===== config.mk =====
export PLATFORM = sky130hd
export DESIGN_NAME = mouse_master_sm
export DESIGN_NICKNAME = d
export VERILOG_FILES = /design/src/rtl/mouse_pkg.sv /design/src/rtl/mouse_master_sm.sv
export SDC_FILE = /design/constraint.sdc
export NUM_CORES = 1
export LEC_CHECK = 0
export CAP_MARGIN = 20
export CORE_MARGIN = 8
export CORE_UTILIZATION = 39
export DETAILED_ROUTE_END_ITERATION = 7
export GPL_TIMING_DRIVEN = 0
export PLACE_DENSITY = 0.57
export SETUP_SLACK_MARGIN = 0.05
export SLEW_MARGIN = 20
export SYNTH_ARGS = -nofsm -noshare
export SYNTH_HDL_FRONTEND = slang
export SYNTH_SLANG_ARGS = --single-unit
export TNS_END_PERCENT = 1

===== constraint.sdc =====
create_clock -name CLK -period 4.7 [get_ports CLK]
set_input_delay 0.94 -clock CLK [delete_from_list [all_inputs] [get_ports CLK]]
set_output_delay 0.94 -clock CLK [all_outputs]
set_load 0.005 [all_outputs]

===== src/rtl/mouse_pkg.sv =====
// Shared encodings for the PS/2 mouse master sequencer: state numbers,
// command/response bytes and receiver error-code bit positions.
package mouse_pkg;

    typedef enum logic [3:0] {
        ST_INIT_WAIT        = 4'd0,
        ST_SEND_RESET       = 4'd1,
        ST_WAIT_SENT_RESET  = 4'd2,
        ST_WAIT_ACK_RESET   = 4'd3,
        ST_WAIT_SELFTEST    = 4'd4,
        ST_WAIT_ID          = 4'd5,
        ST_SEND_ENABLE      = 4'd6,
        ST_WAIT_SENT_ENABLE = 4'd7,
        ST_WAIT_ACK_ENABLE  = 4'd8,
        ST_READ_B1          = 4'd9,
        ST_READ_B2          = 4'd10,
        ST_READ_B3          = 4'd11,
        ST_PACKET_OUT       = 4'd12
    } master_state_t;

    localparam logic [7:0] CMD_RESET    = 8'hFF;
    localparam logic [7:0] CMD_ENABLE   = 8'hF4;
    localparam logic [7:0] RSP_ACK      = 8'hFA;
    localparam logic [7:0] RSP_SELFTEST = 8'hAA;
    localparam logic [7:0] RSP_ID       = 8'h00;

    localparam int ERR_PARITY_BIT = 0;
    localparam int ERR_STOP_BIT   = 1;

    // Bit 3 of the first movement byte is always 1; used to resynchronise.
    localparam int STATUS_SYNC_BIT = 3;

endpackage


===== src/rtl/mouse_master_sm.sv =====
// PS/2 mouse master sequencer: runs the reset/self-test/enable handshake,
// then assembles 3-byte movement packets from the byte receiver.
module mouse_master_sm
    import mouse_pkg::*;
#(
    parameter int T_INIT_WAIT = 5_000_000,
    parameter int T_TIMEOUT   = 100_000_000
) (
    input  logic       CLK,
    input  logic       RESET,
    output logic       SEND_BYTE,
    output logic [7:0] BYTE_TO_SEND,
    input  logic       BYTE_SENT,
    output logic       READ_ENABLE,
    input  logic [7:0] BYTE_READ,
    input  logic [1:0] BYTE_ERROR_CODE,
    input  logic       BYTE_READY,
    output logic [7:0] MOUSE_STATUS,
    output logic [7:0] MOUSE_DX,
    output logic [7:0] MOUSE_DY,
    output logic       SEND_INTERRUPT,
    output logic [3:0] MASTER_STATE
);

    localparam int T_MAX = (T_INIT_WAIT > T_TIMEOUT) ? T_INIT_WAIT : T_TIMEOUT;
    localparam int CW    = $clog2(T_MAX + 1);

    localparam logic [CW-1:0] INIT_LIMIT    = CW'(T_INIT_WAIT);
    localparam logic [CW-1:0] TIMEOUT_LIMIT = CW'(T_TIMEOUT);
    localparam logic [CW-1:0] CNT_MAX       = '1;

    master_state_t state;
    master_state_t next_state;
    logic [CW-1:0] cnt;
    logic [7:0]    hold_status;
    logic [7:0]    hold_dx;
    logic [7:0]    hold_dy;
    logic          good_byte;
    logic          bad_byte;
    logic          timed_out;

    assign good_byte = BYTE_READY && !BYTE_ERROR_CODE[ERR_PARITY_BIT]
                                  && !BYTE_ERROR_CODE[ERR_STOP_BIT];
    assign bad_byte  = BYTE_READY && !good_byte;
    assign timed_out = (cnt >= TIMEOUT_LIMIT);

    assign MASTER_STATE = state;

    // A received byte is checked before the watchdog, so a good byte in the
    // timeout cycle wins.
    always_comb begin
        next_state = state;
        case (state)
            ST_INIT_WAIT: begin
                if (cnt >= INIT_LIMIT) next_state = ST_SEND_RESET;
            end
            ST_SEND_RESET: next_state = ST_WAIT_SENT_RESET;
            ST_WAIT_SENT_RESET: begin
                if (BYTE_SENT)      next_state = ST_WAIT_ACK_RESET;
                else if (timed_out) next_state = ST_INIT_WAIT;
            end
            ST_WAIT_ACK_RESET: begin
                if (BYTE_READY)
                    next_state = (good_byte && BYTE_READ == RSP_ACK) ? ST_WAIT_SELFTEST : ST_INIT_WAIT;
                else if (timed_out)
                    next_state = ST_INIT_WAIT;
            end
            ST_WAIT_SELFTEST: begin
                if (BYTE_READY)
                    next_state = (good_byte && BYTE_READ == RSP_SELFTEST) ? ST_WAIT_ID : ST_INIT_WAIT;
                else if (timed_out)
                    next_state = ST_INIT_WAIT;
            end
            ST_WAIT_ID: begin
                if (BYTE_READY)
                    next_state = (good_byte && BYTE_READ == RSP_ID) ? ST_SEND_ENABLE : ST_INIT_WAIT;
                else if (timed_out)
                    next_state = ST_INIT_WAIT;
            end
            ST_SEND_ENABLE: next_state = ST_WAIT_SENT_ENABLE;
            ST_WAIT_SENT_ENABLE: begin
                if (BYTE_SENT)      next_state = ST_WAIT_ACK_ENABLE;
                else if (timed_out) next_state = ST_INIT_WAIT;
            end
            ST_WAIT_ACK_ENABLE: begin
                if (BYTE_READY)
                    next_state = (good_byte && BYTE_READ == RSP_ACK) ? ST_READ_B1 : ST_INIT_WAIT;
                else if (timed_out)
                    next_state = ST_INIT_WAIT;
            end
            ST_READ_B1: begin
                if (good_byte && BYTE_READ[STATUS_SYNC_BIT]) next_state = ST_READ_B2;
            end
            ST_READ_B2: begin
                if (good_byte)                  next_state = ST_READ_B3;
                else if (bad_byte || timed_out) next_state = ST_READ_B1;
            end
            ST_READ_B3: begin
                if (good_byte)                  next_state = ST_PACKET_OUT;
                else if (bad_byte || timed_out) next_state = ST_READ_B1;
            end
            ST_PACKET_OUT: next_state = ST_READ_B1;
            default:       next_state = ST_INIT_WAIT;
        endcase
    end

    // Outputs other than the packet are decoded from the next state so they
    // line up with the state they belong to.
    always_ff @(posedge CLK or posedge RESET) begin
        if (RESET) begin
            state          <= ST_INIT_WAIT;
            cnt            <= '0;
            SEND_BYTE      <= 1'b0;
            BYTE_TO_SEND   <= 8'h00;
            READ_ENABLE    <= 1'b0;
            hold_status    <= 8'h00;
            hold_dx        <= 8'h00;
            hold_dy        <= 8'h00;
            MOUSE_STATUS   <= 8'h00;
            MOUSE_DX       <= 8'h00;
            MOUSE_DY       <= 8'h00;
            SEND_INTERRUPT <= 1'b0;
        end else begin
            state <= next_state;
            if (next_state != state)
                cnt <= '0;
            else if (cnt != CNT_MAX)
                cnt <= cnt + CW'(1);

            SEND_BYTE <= (next_state == ST_SEND_RESET) || (next_state == ST_SEND_ENABLE);
            if (next_state == ST_SEND_RESET)
                BYTE_TO_SEND <= CMD_RESET;
            else if (next_state == ST_SEND_ENABLE)
                BYTE_TO_SEND <= CMD_ENABLE;

            READ_ENABLE <= (next_state == ST_WAIT_ACK_RESET) || (next_state == ST_WAIT_SELFTEST) ||
                           (next_state == ST_WAIT_ID)        || (next_state >= ST_WAIT_ACK_ENABLE);

            if (state == ST_READ_B1 && good_byte && BYTE_READ[STATUS_SYNC_BIT])
                hold_status <= BYTE_READ;
            if (state == ST_READ_B2 && good_byte)
                hold_dx <= BYTE_READ;
            if (state == ST_READ_B3 && good_byte)
                hold_dy <= BYTE_READ;

            SEND_INTERRUPT <= (state == ST_PACKET_OUT);
            if (state == ST_PACKET_OUT) begin
                MOUSE_STATUS <= hold_status;
                MOUSE_DX     <= hold_dx;
                MOUSE_DY     <= hold_dy;
            end
        end
    end

endmodule

# Word-level counts from Yosys, hierarchy flattened
# Cells that the tools add are included.
[totals]
reg_bits = 90
input_bits = 14
elab_cells = 81
[classes]
add_sub_neg = 1
order_cmp = 3
n_eq_ne = 21
muxes = 21
n_reduce_logical = 23
[ops]
columns = ["op", "n"]
rows = [
  ["$mux W27", 2],
  ["$mux W4", 13],
  ["$pmux W4 S13", 1],
  ["$eq A4 B3 Y1 const B", 7],
  ["$add A27 B1 Y27 const B", 1],
  ["$ge A27 B23 Y1 const B", 1],
  ["$ge A27 B27 Y1 const B", 1],
  ["$ne A27 B27 Y1 const B", 1],
  ["$eq A4 B4 Y1 const B", 5],
  ["$eq A8 B8 Y1 const B", 2],
  ["$mux W8", 2],
  ["$eq A4 B2 Y1 const B", 3],
  ["$logic_and A1 B1 Y1", 11],
  ["$mux W3", 3],
  ["$eq A4 B1 Y1 const B", 2],
  ["$logic_not A8 Y1", 1],
  ["$logic_or A1 B1 Y1", 5],
  ["$ge A4 B4 Y1 const B", 1],
  ["$logic_not A4 Y1", 1],
  ["$ne A4 B4 Y1", 1],
  ["$reduce_bool A2 Y1", 2],
  ["$logic_not A1 Y1", 3],
]

# Logic depth before layout (Yosys ltp)
[logic_depth]
depth_word = 13
mapped_depth = 10

# Worst setup path before layout
# OpenSTA, ideal clock, no wires.
[synth_path]
path_type = "input to register"
start = "in BYTE_READY"
end = "reg cnt[10]"
setup_ns = 0.149
t_arrival_ns = 2.935
setup_slack_ns = 1.617
stages = 9
path_cell_list = "buf_4 > inv_1 > or4b_1 > nor4b_4 > or4_1 > nor2_1 > o21ai_2 > buf_6 > nor4_2"
[synth_via]
elab_chain_len = 10
[synth_lines]
columns = ["element", "line", "rtl"]
rows = [
  ["start, declared", "mouse_master_sm.sv:17", "input logic BYTE_READY,"],
  ["$logic_and A1 B1 Y1", "mouse_master_sm.sv:42", "assign good_byte = BYTE_READY && !BYTE_ERROR_CODE[ERR_PARITY_BIT]"],
  ["$logic_and A1 B1 Y1", "mouse_master_sm.sv:43", "&& !BYTE_ERROR_CODE[ERR_STOP_BIT];"],
  ["$logic_not A1 Y1", "mouse_master_sm.sv:44", "assign bad_byte = BYTE_READY && !good_byte;"],
  ["$logic_and A1 B1 Y1", "mouse_master_sm.sv:44", ""],
  ["$logic_or A1 B1 Y1", "mouse_master_sm.sv:96, mouse_master_sm.sv:100", ""],
  ["$mux W4", "mouse_master_sm.sv:96, mouse_master_sm.sv:100", ""],
  ["$mux W4 (on tied branches)", "mouse_master_sm.sv:99, mouse_master_sm.sv:95", ""],
  ["$pmux W4 S13 (*)", "mouse_master_sm.sv:53", "case (state)"],
  ["$ne A4 B4 Y1 (*)", "mouse_master_sm.sv:125", "if (next_state != state)"],
  ["$mux W27 / $reduce_bool A2 Y1 (equally long branches)", "-", ""],
  ["end signal, assigned", "mouse_master_sm.sv:128", "cnt <= cnt + CW'(1);"],
  ["end, declared", "mouse_master_sm.sv:34", "logic [CW-1:0] cnt;"],
]
# Mark *: on every way between the ends. The rest lies on a longest branch, timed or not.
# A chain may end at the register's enable or synchronous reset.

# Worst setup path after layout
[layout_path]
start = "in BYTE_ERROR_CODE[0]"
end = "reg cnt[9]"
[layout_via]
elab_chain_len = 11
[layout_lines]
columns = ["element", "line", "rtl"]
rows = [
  ["start, declared", "mouse_master_sm.sv:16", "input logic [1:0] BYTE_ERROR_CODE,"],
  ["$logic_not A1 Y1 (*)", "mouse_master_sm.sv:42", ""],
  ["$logic_and A1 B1 Y1 (*)", "mouse_master_sm.sv:42", ""],
  ["$logic_and A1 B1 Y1 (*)", "mouse_master_sm.sv:43", ""],
  ["$logic_not A1 Y1", "mouse_master_sm.sv:44", ""],
  ["$logic_and A1 B1 Y1", "mouse_master_sm.sv:44", ""],
  ["$logic_or A1 B1 Y1", "mouse_master_sm.sv:96, mouse_master_sm.sv:100", ""],
  ["$mux W4", "mouse_master_sm.sv:96, mouse_master_sm.sv:100", ""],
  ["$mux W4 (on tied branches)", "mouse_master_sm.sv:99, mouse_master_sm.sv:95", ""],
  ["$pmux W4 S13 (*)", "mouse_master_sm.sv:53", ""],
  ["$ne A4 B4 Y1 (*)", "mouse_master_sm.sv:125", ""],
  ["$mux W27 / $reduce_bool A2 Y1 (equally long branches)", "-", ""],
]
# Marks and branches as above.

==> qor.yml <==
grt:
  antenna_found_initial: 0
  grt_max_degree: 57
  first_global_vias: 3281
  met1_usage: 0.196
  grt-busiest-layer: "met2"
  gr-total-overflow: 0
  met2_usage: 0.223
  grtUsageTotal: 0.145
  grt_util_met3: 0.0359
  grt_pass1_wl_um: 17300
yosys:
  synth_top_area_frac: 0.476
  ys_types: 60
  synth_area_leaders: "dfrtp_1 (48%), mux2_2 (12%), nor4_2 (4.5%), xnor2_1 (3.0%), nand3_1 (2.0%)"
  syn_nets: 402
  synth.avg_cell_area_um2: 11.4
  yosys.area.top_type: "dfrtp_1"
  synthFlopType: "dfrtp_1"
  syn_inst: 386
  yosysWarnings: 0
  synth_area_um2: 4420
  synth-edff-count: 0
  async_reset_ff_frac: 1.00
  synth-seq-cells: 84
  yosysSeqAreaShare: 0.476
clock_tree:
  insertion_delay_ps: 340
  clkTransAtPathRegs_ps: 60
  cts_resized: 0
  cts_tree: "built"
  clockBufferDepth: 2
  postCtsHoldBufs: 0
  post_cts_buffers: 0
  h-tree-depth: 3
  numCtsBuffers: 9
  cts.sinks: 84
  root_buffer: "clkbuf_16"
layout:
  finalNonFillerCells: 597
  syn_to_final_growth_pct: 22.8
  stdcell_area_um2: 5420
  num-nets-final: 465
  fin_util: 0.483
  n_antenna_cell: 0
  drive_above_1_share: 0.260
min_path:
  hold_start: "hold_status[3]$_DFFE_PP0P_"
  hold_class: "reg -> reg"
sta:
  clock.fmax_ghz: 0.284
  setup_viol: 0
  clock_skew_ps: 5.35
  fin_ws_ps: 1170
  fin_crit_ps: 3530
  hold_violations: 0
  finalSetupTns_ps: 0
  worst_pin_slew_ps: 904
  min_period_over_period: 0.750
  rsz0062_at_grt: "false"
  slew_violations: 0
  slew_headroom: 0.393
  whs_ps: 471
route:
  viasPerCell: 5.45
  drc: 0
  drtAntennaViolNets: 0
  drt_first_pass_iters: 5
  wl_per_cell_um: 17.3
  drt_iter0_drc: 195
  vias: 3251
  totalWireLength_um: 10300
placed_design:
  placed_area_um2: 5140
  io_buffer_count: 51
  dpl.hpwl_um: 7510
  place_inst: 581
  preCtsSetupSlack_ps: 855
  place_congestion: 0.898
power_and_ir_drop:
  power.density_nw_per_um2: 407
  power_mw: 2.21
  leakagePower_nw: 2.27
  vdd_ir_drop_max_mv: 0.222
critical_path:
  slowest_stage: "nor4b_4"
  path_delay_family: "simple AND/OR/NAND/NOR gates"
  cp-end-kind: "flop"
  timing.rr.start: "cnt[20]$_DFFE_PP0P_"
  endpoint: "cnt[9]$_DFFE_PP0P_"
  cp_cell_sequence: "clkdlybuf4s50_1 -> or4b_1 -> nor4b_4 -> or4_1 -> nor2_1 -> o21ai_2 -> buf_6 -> nor4_2"
  rrSetupSlack_ps: 1690
  r2r_cells: 7
  startpoint: "BYTE_ERROR_CODE[0]"
  criticalPathCategory: "in -> reg"
  worstSetupPathDepth: 8
  cp_slowest_stage_delay_ps: 640
  crit_arrival_ps: 3720
  cp.required_ps: 4890
  crit_fanout: 10
  worstReg2RegEnd: "cnt[9]$_DFFE_PP0P_"
  cp-start-kind: "primary input"
  path_buf_inv: 2
die:
  die_h_um: 122
  start_util: 0.393
  die_w_um: 122
  fp-row-count: 39
  boundaryPins: 53
  dieArea_um2: 15000
  core_area_um2: 11200
outcome:
  status: "completed"
flow_run:
  cap_violations: 0
==> area by class of cell <==
class                      count  area [um2]
clock buffer                   9         225
sequential                    84        2100
inverter                       9        36.3
clock inverter                 7        58.8
multi-input combinational    263        2100
fill                        1041        5800
timing repair buffer          52         538
buffer                        30         185
tap                          143         179
==> power breakdown <==
group,leakage (nW),internal [mW],switching (mW),total (mW)
logic,0.977,0.264,0.437,0.702
clock network,0.138,0.366,0.306,0.672
registers,1.15,0.795,0.0382,0.833
total,2.27,1.43,0.781,2.21
==> per-layer routing <==
layer | wire length (um) | part of all wire | vias up
met2 | 5000 | 0.48 | 71
met4 | 187 | 0.018 | 0
met3 | 450 | 0.044 | 15
met1 | 4710 | 0.46 | 1621
li1 | - | - | 1544
met5 | 0 | 0 | -
==> synthesized netlist by cell type (6+ instances only) <==
library cell	instances
dfrtp_1	84
mux2_2	47
nand2_1	20
nand3_1	18
nor2_1	17
nor3_1	16
nor4_2	16
xnor2_1	15
nor4_1	13
clkbuf_1	10
inv_1	9
xor2_1	9
buf_4	7
a31oi_1	6
nand4_1	6
==> cell usage in the layout, fill, tap and decap left out, types with 6 or more instances in the layout <==
cell type        count
nand2_1             20
inv_1                8
nand4_1              6
clkdlybuf4s50_1     51
xor2_1               9
a31oi_1              6
nand3_1             18
xnor2_1             15
nor3_1              15
buf_4                7
clkbuf_16            9
nor4_1              13
clkbuf_1            10
nor2_1              17
mux2_2              47
nor4_2              16
dfrtp_1             84
==> worst min path at each step <==
stage                                 end  slack [ps]  depth (start not counted)
2_1_floorplan  hold_status[3]$_DFFE_PP0P_         430                          1
3_3_place_gp   hold_status[3]$_DFFE_PP0P_         450                          1
3_5_place_dp   hold_status[3]$_DFFE_PP0P_         460                          1
4_1_cts        hold_status[3]$_DFFE_PP0P_         480                          1
5_1_grt        hold_status[3]$_DFFE_PP0P_         510                          1
6_report       hold_status[3]$_DFFE_PP0P_         470                          1
==> logic make-up (layout without fill, tap and decap cells) <==
| group | after synthesis | in the layout | synth area share |
|---|---|---|---|
| and+or+nand+nor | 143 | 143 | 0.221 |
| DFF | 84 | 84 | 0.476 |
| muxes | 48 | 48 | 0.122 |
| AOI/OAI and AO/OA | 45 | 45 | 0.0745 |
| buffers and inverters | 39 | 107 | 0.0496 |
| xor gates and xnor gates | 25 | 25 | 0.0513 |
| adders and majority gates | 2 | 2 | 0.00567 |
==> flip-flops by register name (all words and copies together) (netlist names) <==
| signal | cells |
|---|---|
| hold_dy | 8 |
| MASTER_STATE | 4 |
| hold_status | 8 |
| MOUSE_DX | 8 |
| SEND_INTERRUPT | 1 |
| SEND_BYTE | 1 |
| hold_dx | 8 |
| cnt | 27 |
| MOUSE_DY | 8 |
| READ_ENABLE | 1 |
| MOUSE_STATUS | 8 |
| BYTE_TO_SEND | 2 |
Note: power is estimated with default switching activity, not from simulation.
